$ cat config.mk
export PLATFORM = sky130hd
export DESIGN_NAME = uart_rx_pkt_ctrl_flat
export DESIGN_NICKNAME = d
export VERILOG_FILES = /design/src/rtl/uart_rx_pkt_ctrl_if.sv /design/src/rtl/uart_rx_pkt_ctrl.sv /design/src/flat_wrapper.sv
export SDC_FILE = /design/constraint.sdc
export NUM_CORES = 1
export LEC_CHECK = 0
export ABC_CLOCK_PERIOD_IN_PS = 4800
export BUFFER_PORTS_ARGS = -buffer_cell sky130_fd_sc_hd__buf_4
export CORE_ASPECT_RATIO = 2
export CORE_MARGIN = 2
export CORE_UTILIZATION = 60
export DETAILED_ROUTE_END_ITERATION = 10
export PLACE_DENSITY = 0.79
export SKIP_LAST_GASP = 1
export SLEW_MARGIN = 20
export SYNTH_ARGS = -nofsm -noshare
export SYNTH_HDL_FRONTEND = slang
export SYNTH_SLANG_ARGS = --single-unit
$ cat constraint.sdc
create_clock -name clk -period 4.8 [get_ports clk]
set_clock_uncertainty 0.15 [all_clocks]
set_input_delay 0.96 -clock clk [delete_from_list [all_inputs] [get_ports clk]]
set_output_delay 0.96 -clock clk [all_outputs]
set_load 0.05 [all_outputs]
$ cat src/rtl/uart_rx_pkt_ctrl_if.sv
// UART packet controller bus: receiver byte input, payload stream output, frame status pulses.
// master drives the receiver side and out_ready; slave is the packet controller.
interface uart_rx_pkt_ctrl_if;
  logic       rx_ready;
  logic [7:0] rx_data;
  logic       out_valid;
  logic [7:0] out_data;
  logic       out_last;
  logic       out_ready;
  logic       pkt_ok;
  logic       pkt_err;
  logic [2:0] err_code;

  modport master (
    output rx_ready, rx_data, out_ready,
    input  out_valid, out_data, out_last, pkt_ok, pkt_err, err_code
  );

  modport slave (
    input  rx_ready, rx_data, out_ready,
    output out_valid, out_data, out_last, pkt_ok, pkt_err, err_code
  );
endinterface

$ cat src/rtl/uart_rx_pkt_ctrl.sv
// Frames UART bytes as SYNC,LEN,payload,CHK; buffers payload and streams it out only after CHK matches.
// Latency: pkt_ok one cycle after the CHK strobe, out_valid one cycle after pkt_ok.
// Backpressure: out_valid/ready stream holds data while stalled; UART_PKT_TIMEOUT_EN adds an inter-byte timeout.
module uart_rx_pkt_ctrl #(
  parameter logic [7:0] SYNC_BYTE = 8'hA5,
  parameter int         MAX_LEN   = 16
`ifdef UART_PKT_TIMEOUT_EN
  , parameter int       TIMEOUT_CLKS = 20000
`endif
) (
  input logic               clk,
  input logic               rst,
  uart_rx_pkt_ctrl_if.slave bus
);

  localparam int IW = $clog2(MAX_LEN + 1);
  localparam int AW = (MAX_LEN > 1) ? $clog2(MAX_LEN) : 1;

  localparam logic [2:0] ERR_LEN     = 3'd1;
  localparam logic [2:0] ERR_CHK     = 3'd2;
  localparam logic [2:0] ERR_TIMEOUT = 3'd3;
  localparam logic [2:0] ERR_OVERRUN = 3'd4;

  typedef enum logic [2:0] {
    ST_HUNT,
    ST_LEN,
    ST_PAYLOAD,
    ST_CHK,
    ST_DRAIN
  } state_t;

  state_t          state_q,     state_d;
  logic            rx_prev_q,   rx_prev_d;
  logic [IW-1:0]   len_q,       len_d;
  logic [IW-1:0]   idx_q,       idx_d;
  logic [IW-1:0]   rd_idx_q,    rd_idx_d;
  logic [7:0]      chk_q,       chk_d;
  logic [7:0]      buf_q [MAX_LEN];
  logic [7:0]      buf_d [MAX_LEN];
  logic            out_valid_q, out_valid_d;
  logic [7:0]      out_data_q,  out_data_d;
  logic            out_last_q,  out_last_d;
  logic            pkt_ok_q,    pkt_ok_d;
  logic            pkt_err_q,   pkt_err_d;
  logic [2:0]      err_code_q,  err_code_d;

`ifdef UART_PKT_TIMEOUT_EN
  localparam int TW = $clog2(TIMEOUT_CLKS + 1);
  logic [TW-1:0]   tmo_q, tmo_d;
  logic            tmo_exp;
`endif

  logic            strobe;
  logic            hs;
  logic [IW-1:0]   idx_nxt;
  logic [IW-1:0]   rd_nxt;

  assign strobe  = bus.rx_ready & ~rx_prev_q;
  assign hs      = out_valid_q & bus.out_ready;
  assign idx_nxt = idx_q + 1'b1;
  assign rd_nxt  = rd_idx_q + 1'b1;

  always_comb begin
    state_d     = state_q;
    rx_prev_d   = bus.rx_ready;
    len_d       = len_q;
    idx_d       = idx_q;
    rd_idx_d    = rd_idx_q;
    chk_d       = chk_q;
    buf_d       = buf_q;
    out_valid_d = out_valid_q;
    out_data_d  = out_data_q;
    out_last_d  = out_last_q;
    pkt_ok_d    = 1'b0;
    pkt_err_d   = 1'b0;
    err_code_d  = 3'd0;

`ifdef UART_PKT_TIMEOUT_EN
    // Counter is zero outside the frame body and after each strobe, so entry to LEN starts from zero.
    tmo_d   = '0;
    tmo_exp = 1'b0;
    if ((state_q inside {ST_LEN, ST_PAYLOAD, ST_CHK}) && !strobe) begin
      tmo_d   = tmo_q + 1'b1;
      tmo_exp = (tmo_d == TW'(TIMEOUT_CLKS));
    end
`endif

    case (state_q)
      ST_HUNT: begin
        if (strobe && (bus.rx_data == SYNC_BYTE)) begin
          state_d = ST_LEN;
        end
      end

      ST_LEN: begin
        if (strobe) begin
          if ((bus.rx_data == 8'd0) || (bus.rx_data > 8'(MAX_LEN))) begin
            pkt_err_d  = 1'b1;
            err_code_d = ERR_LEN;
            state_d    = ST_HUNT;
          end else begin
            len_d   = IW'(bus.rx_data);
            chk_d   = bus.rx_data;
            idx_d   = '0;
            state_d = ST_PAYLOAD;
          end
        end
      end

      ST_PAYLOAD: begin
        if (strobe) begin
          buf_d[idx_q[AW-1:0]] = bus.rx_data;
          chk_d                = chk_q ^ bus.rx_data;
          idx_d                = idx_nxt;
          if (idx_nxt == len_q) begin
            state_d = ST_CHK;
          end
        end
      end

      ST_CHK: begin
        if (strobe) begin
          if (bus.rx_data == chk_q) begin
            pkt_ok_d = 1'b1;
            rd_idx_d = '0;
            state_d  = ST_DRAIN;
          end else begin
            pkt_err_d  = 1'b1;
            err_code_d = ERR_CHK;
            state_d    = ST_HUNT;
          end
        end
      end

      ST_DRAIN: begin
        // A byte arriving mid-drain is dropped, never reparsed as SYNC.
        if (strobe) begin
          pkt_err_d  = 1'b1;
          err_code_d = ERR_OVERRUN;
        end
        if (!out_valid_q) begin
          out_valid_d = 1'b1;
          out_data_d  = buf_q[0];
          out_last_d  = (len_q == IW'(1));
        end else if (hs) begin
          if (out_last_q) begin
            out_valid_d = 1'b0;
            out_last_d  = 1'b0;
            state_d     = ST_HUNT;
          end else begin
            rd_idx_d   = rd_nxt;
            out_data_d = buf_q[rd_nxt[AW-1:0]];
            out_last_d = (rd_nxt == (len_q - 1'b1));
          end
        end
      end

      default: begin
        state_d = ST_HUNT;
      end
    endcase

`ifdef UART_PKT_TIMEOUT_EN
    if (tmo_exp) begin
      pkt_err_d  = 1'b1;
      err_code_d = ERR_TIMEOUT;
      state_d    = ST_HUNT;
    end
`endif
  end

  always_ff @(posedge clk) begin
    if (rst) begin
      state_q     <= ST_HUNT;
      rx_prev_q   <= 1'b0;
      len_q       <= '0;
      idx_q       <= '0;
      rd_idx_q    <= '0;
      chk_q       <= 8'd0;
      for (int i = 0; i < MAX_LEN; i++) begin
        buf_q[i] <= 8'd0;
      end
      out_valid_q <= 1'b0;
      out_data_q  <= 8'd0;
      out_last_q  <= 1'b0;
      pkt_ok_q    <= 1'b0;
      pkt_err_q   <= 1'b0;
      err_code_q  <= 3'd0;
`ifdef UART_PKT_TIMEOUT_EN
      tmo_q       <= '0;
`endif
    end else begin
      state_q     <= state_d;
      rx_prev_q   <= rx_prev_d;
      len_q       <= len_d;
      idx_q       <= idx_d;
      rd_idx_q    <= rd_idx_d;
      chk_q       <= chk_d;
      buf_q       <= buf_d;
      out_valid_q <= out_valid_d;
      out_data_q  <= out_data_d;
      out_last_q  <= out_last_d;
      pkt_ok_q    <= pkt_ok_d;
      pkt_err_q   <= pkt_err_d;
      err_code_q  <= err_code_d;
`ifdef UART_PKT_TIMEOUT_EN
      tmo_q       <= tmo_d;
`endif
    end
  end

  assign bus.out_valid = out_valid_q;
  assign bus.out_data  = out_data_q;
  assign bus.out_last  = out_last_q;
  assign bus.pkt_ok    = pkt_ok_q;
  assign bus.pkt_err   = pkt_err_q;
  assign bus.err_code  = err_code_q;

endmodule

$ cat src/flat_wrapper.sv
// flat-port wrapper written by rule: the top's interface ports become plain ports
module uart_rx_pkt_ctrl_flat 
#(
  parameter logic [7:0] SYNC_BYTE = 8'hA5,
  parameter int         MAX_LEN   = 16

)
  (clk, rst, bus_rx_ready, bus_rx_data, bus_out_ready, bus_out_valid, bus_out_data, bus_out_last, bus_pkt_ok, bus_pkt_err, bus_err_code);
  uart_rx_pkt_ctrl_if bus_i ();
  input logic clk;
  input logic rst;
  input wire logic [$bits(bus_i.rx_ready)-1:0] bus_rx_ready;
  input wire logic [$bits(bus_i.rx_data)-1:0] bus_rx_data;
  input wire logic [$bits(bus_i.out_ready)-1:0] bus_out_ready;
  output wire logic [$bits(bus_i.out_valid)-1:0] bus_out_valid;
  output wire logic [$bits(bus_i.out_data)-1:0] bus_out_data;
  output wire logic [$bits(bus_i.out_last)-1:0] bus_out_last;
  output wire logic [$bits(bus_i.pkt_ok)-1:0] bus_pkt_ok;
  output wire logic [$bits(bus_i.pkt_err)-1:0] bus_pkt_err;
  output wire logic [$bits(bus_i.err_code)-1:0] bus_err_code;
  assign bus_i.rx_ready = bus_rx_ready;
  assign bus_i.rx_data = bus_rx_data;
  assign bus_i.out_ready = bus_out_ready;
  assign bus_out_valid = bus_i.out_valid;
  assign bus_out_data = bus_i.out_data;
  assign bus_out_last = bus_i.out_last;
  assign bus_pkt_ok = bus_i.pkt_ok;
  assign bus_pkt_err = bus_i.pkt_err;
  assign bus_err_code = bus_i.err_code;
  uart_rx_pkt_ctrl #(.SYNC_BYTE(SYNC_BYTE), .MAX_LEN(MAX_LEN)) u_core (.clk(clk), .rst(rst), .bus(bus_i));
endmodule
==> Flow_metrics.wiki <==
{| class="wikitable"
! Metric !! Value
|-
| Outcome || finished clean
|-
| Multi-input gate area || 4320 um2
|-
| Count of maximum capacitance violations || 0
|-
| Reported leakage power || 4.26 nW
|-
| Synthesized area || 8080 um2
|-
| Mean instance size in the synthesized netlist || 10.3 um2
|-
| Synthesis Warnings || 0
|-
| Final Wtd Congestion || 0.846
|-
| Final Cycle Share || 0.600
|-
| Predominant post-synthesis flop cell || sky130_fd_sc_hd__dfxtp_1
|-
| Boundary Pins || 27
|-
| Hold_ws || 0.325 ns
|-
| Count of antenna diodes in the layout || 0
|-
| Number of standard-cell rows in the floorplan || 60
|-
| Total vias in the final route || 5829
|-
| Category of the worst setup path launch point || flip-flop
|-
| Number of buffers added on ports || 26
|-
| Clock root buffer master || sky130_fd_sc_hd__clkbuf_16
|-
| Number of fillers in the final layout || 973
|-
| Routed length per placed instance || 19.7 um
|-
| Vias per cell || 6.19
|-
| Power density normalized to cell area || 342 nW/um2
|-
| GRT Util Overall || 0.266
|-
| Proportion of synthesized chip area in sequential cells || 0.421
|-
| Cells after synthesis || 785
|-
| Maximum net fanout on the critical path || 22
|-
| Number of failing setup endpoints in the final timing report || 0
|-
| Core Region || 13300 um2
|-
| Wire length of the first global-routing pass || 29700 um
|-
| Final Critical Period || 2.88 ns
|-
| DR pass1 iterations || 5
|-
| Data arrival at the endpoint of the critical path || 3.05 ns
|-
| Half-perimeter wire length of the detailed placement result || 12000 um
|-
| Setup TNS || 0 ns
|-
| Hold buffer count at cts || 0
|-
| Final net count || 792
|-
| Post-synthesis net count || 804
|-
| Setup CP Type || flip-flop to flip-flop
|-
| Antenna violations before repair || 0
|-
| RSZ-0062 raised after global routing || no
|-
| Number of synthesized flops with an enable pin || 0
|-
| Clock latency at the later pin of the worst-skew pair || 0.43 ns
|-
| Total detailed-routing wirelength || 18500 um
|-
| Initial core utilization || 0.608
|-
| Die width || 86.0 um
|-
| Post-CTS Setup Inserts || 0
|-
| Number of H-tree branching levels || 4
|-
| Number of buffers added by the clock tree synthesis step || 17
|-
| Clock edge transition at the registers on the reported setup and hold paths || 0.06 ns
|-
| Critical Path Sink Type || flip-flop
|-
| Hold Fails Final Rpt || 0
|-
| Synth async-reset ratio || 0
|-
| Number of sinks handled by clock tree synthesis || 170
|-
| Via count of the first global-routing pass || 5713
|-
| Number of resized instances in the post-cts repair step || 0
|-
| Vertical die dimension || 168 um
|-
| Critical Path RT || 4.97 ns
|-
| Total grt overflow || 0
|-
| Transition time at the pin with the least slew margin || 1.03 ns
|-
| Proportion of layout cells with a drive suffix above 1 || 0.155
|-
| Path category of the worst min-delay check || flip-flop to flip-flop
|-
| Pin count of the biggest net entering global routing || 63
|-
| # DRC || 0
|-
| Max Slew Vio Count || 0
|-
| Area Overhead vs Synth || 9.45%
|-
| Detailed Route Iter0 Violations || 353
|-
| Register bit total from synthesis || 170
|-
| Area of all sequential standard cells || 3400 um2
|-
| Timing-limited maximum frequency || 0.347 GHz
|-
| Residual antenna-violating net count after detailed routing || 0
|-
| Worst rel slew slack || 0.310
|-
| Peak VDD IR || 0.243 mV
|-
| Clock buffer depth || 2
|-
| Clock tree from TritonCTS || built
|-
| Number of distinct library cell variants in the gate-level netlist after synthesis || 56
|-
| Overall die area || 14500 um2
|}
-- placed cells by master (no fill, tap or decap), types with 4 or more instances in the layout --
cell type and count:
sky130_fd_sc_hd__dfxtp_1 169, sky130_fd_sc_hd__nor2_1 158, sky130_fd_sc_hd__mux2i_1 134, sky130_fd_sc_hd__nand2_1 46, sky130_fd_sc_hd__mux4_2 32, sky130_fd_sc_hd__buf_4 31
sky130_fd_sc_hd__nand3_1 20, sky130_fd_sc_hd__xor2_1 17, sky130_fd_sc_hd__clkbuf_16 17, sky130_fd_sc_hd__a21oi_1 14, sky130_fd_sc_hd__a32o_1 9, sky130_fd_sc_hd__a31oi_1 9
sky130_fd_sc_hd__xnor2_1 8, sky130_fd_sc_hd__a21o_1 8, sky130_fd_sc_hd__o211a_1 8, sky130_fd_sc_hd__a41oi_1 8, sky130_fd_sc_hd__inv_1 6, sky130_fd_sc_hd__nor2b_1 6
sky130_fd_sc_hd__nand3_4 6, sky130_fd_sc_hd__nand3_2 6, sky130_fd_sc_hd__ha_1 6, sky130_fd_sc_hd__nor4_1 5, sky130_fd_sc_hd__bufinv_16 5, sky130_fd_sc_hd__nand4_1 4
-- final cells by class --
class / instances / area share
Multi-Input combinational cell: 547 / 0.489
Clock inverter: 14 / 0.0269
Clock buffer: 18 / 0.0486
Sequential cell: 170 / 0.385
Timing Repair Buffer: 31 / 0.0263
Inverter: 6 / 0.00255
Tap cell: 155 / 0.0219
-- sequential cells by signal, summed over array words and instances (netlist names) --
name / count
u_core.rx_prev_q: 1
u_core.bus.err_code: 3
u_core.idx_q: 5
u_core.buf_q: 128
u_core.chk_q: 8
u_core.rd_idx_q: 5
u_core.bus.out_data: 8
u_core.len_q: 5
u_core.bus.pkt_err: 1
u_core.bus.out_valid: 1
u_core.bus.out_last: 1
u_core.state_q: 3
u_core.bus.pkt_ok: 1
-- per-stage QoR --
stage                     instance area [um2]  worst slack, ns  utilization  std cells  total power [mW]
after floorplan                          8080             2.40            -        785              1.49
after global placement                   8170             1.68        0.615        909              1.52
after detailed placement                 8170             1.60        0.615        909              1.52
after CTS                                8840             1.90        0.665        941              3.03
after global routing                     8840             1.80        0.665        941              3.10
final                                    8840             1.92        0.665        941              3.02
-- power by group --
group | internal [mW] | switching, mW
Sequential | 1.41 | 0.000161
Combinational | 0.0176 | 0.0587
Clock | 0.938 | 0.596
-- worst max-delay path, stage by stage, from the launching register on --
cell,delay [ns]
sky130_fd_sc_hd__dfxtp_1,0.33
sky130_fd_sc_hd__ha_2,0.81
sky130_fd_sc_hd__buf_4,0.40
sky130_fd_sc_hd__mux4_2,0.56
sky130_fd_sc_hd__nand2_1,0.12
sky130_fd_sc_hd__nand3_1,0.10
sky130_fd_sc_hd__a32o_1,0.29
-- kinds of logic after synthesis --
family | Yosys count | share of synthesized area
mux | 166 | 0.255
buf+inv | 68 | 0.0443
flops | 170 | 0.421
fa+ha+maj | 7 | 0.0108
compound gates | 68 | 0.0652
xor+xnor | 27 | 0.0311
simple gates | 279 | 0.172
-- cells in the mapped netlist, drive strengths merged, types with 7 or more instances --
master | count | area share
nand2 | 47 | 0.022
nand4 | 8 | 0.013
clkbuf | 37 | 0.017
xnor2 | 9 | 0.011
a21o | 8 | 0.0074
xor2 | 18 | 0.020
a31oi | 9 | 0.0070
mux4 | 32 | 0.089
ha | 7 | 0.011
nand3 | 32 | 0.033
o211a | 8 | 0.0099
a41oi | 8 | 0.0087
buf | 25 | 0.024
dfxtp | 170 | 0.42
a21oi | 14 | 0.0087
a32o | 9 | 0.011
nor2 | 158 | 0.073
mux2i | 134 | 0.17
-- routing by layer --
layer  up-vias  track usage  wire (um)
li1       2755            -          -
met1      2874        0.329       7660
met2       168        0.451       9560
met3        32       0.0510        861
met4         0        0.104        437
met5         -            0          0
-- path summary, 6_finish.rpt --
path / slack [ns] / end / startpoint / depth (start not counted)
min: 0.32 / u_core.bus.out_data[5]$_SDFFE_PP0P_ / u_core.bus.out_data[5]$_SDFFE_PP0P_ / 1
min reg2reg: 0.32 / u_core.bus.out_data[5]$_SDFFE_PP0P_ / u_core.bus.out_data[5]$_SDFFE_PP0P_ / 1
max: 1.92 / u_core.bus.out_data[4]$_SDFFE_PP0P_ / u_core.rd_idx_q[1]$_SDFFE_PP0P_ / 6
max reg2reg: 1.92 / u_core.bus.out_data[4]$_SDFFE_PP0P_ / u_core.rd_idx_q[1]$_SDFFE_PP0P_ / 6
No activity file was read; power rests on OpenSTA's default activity.
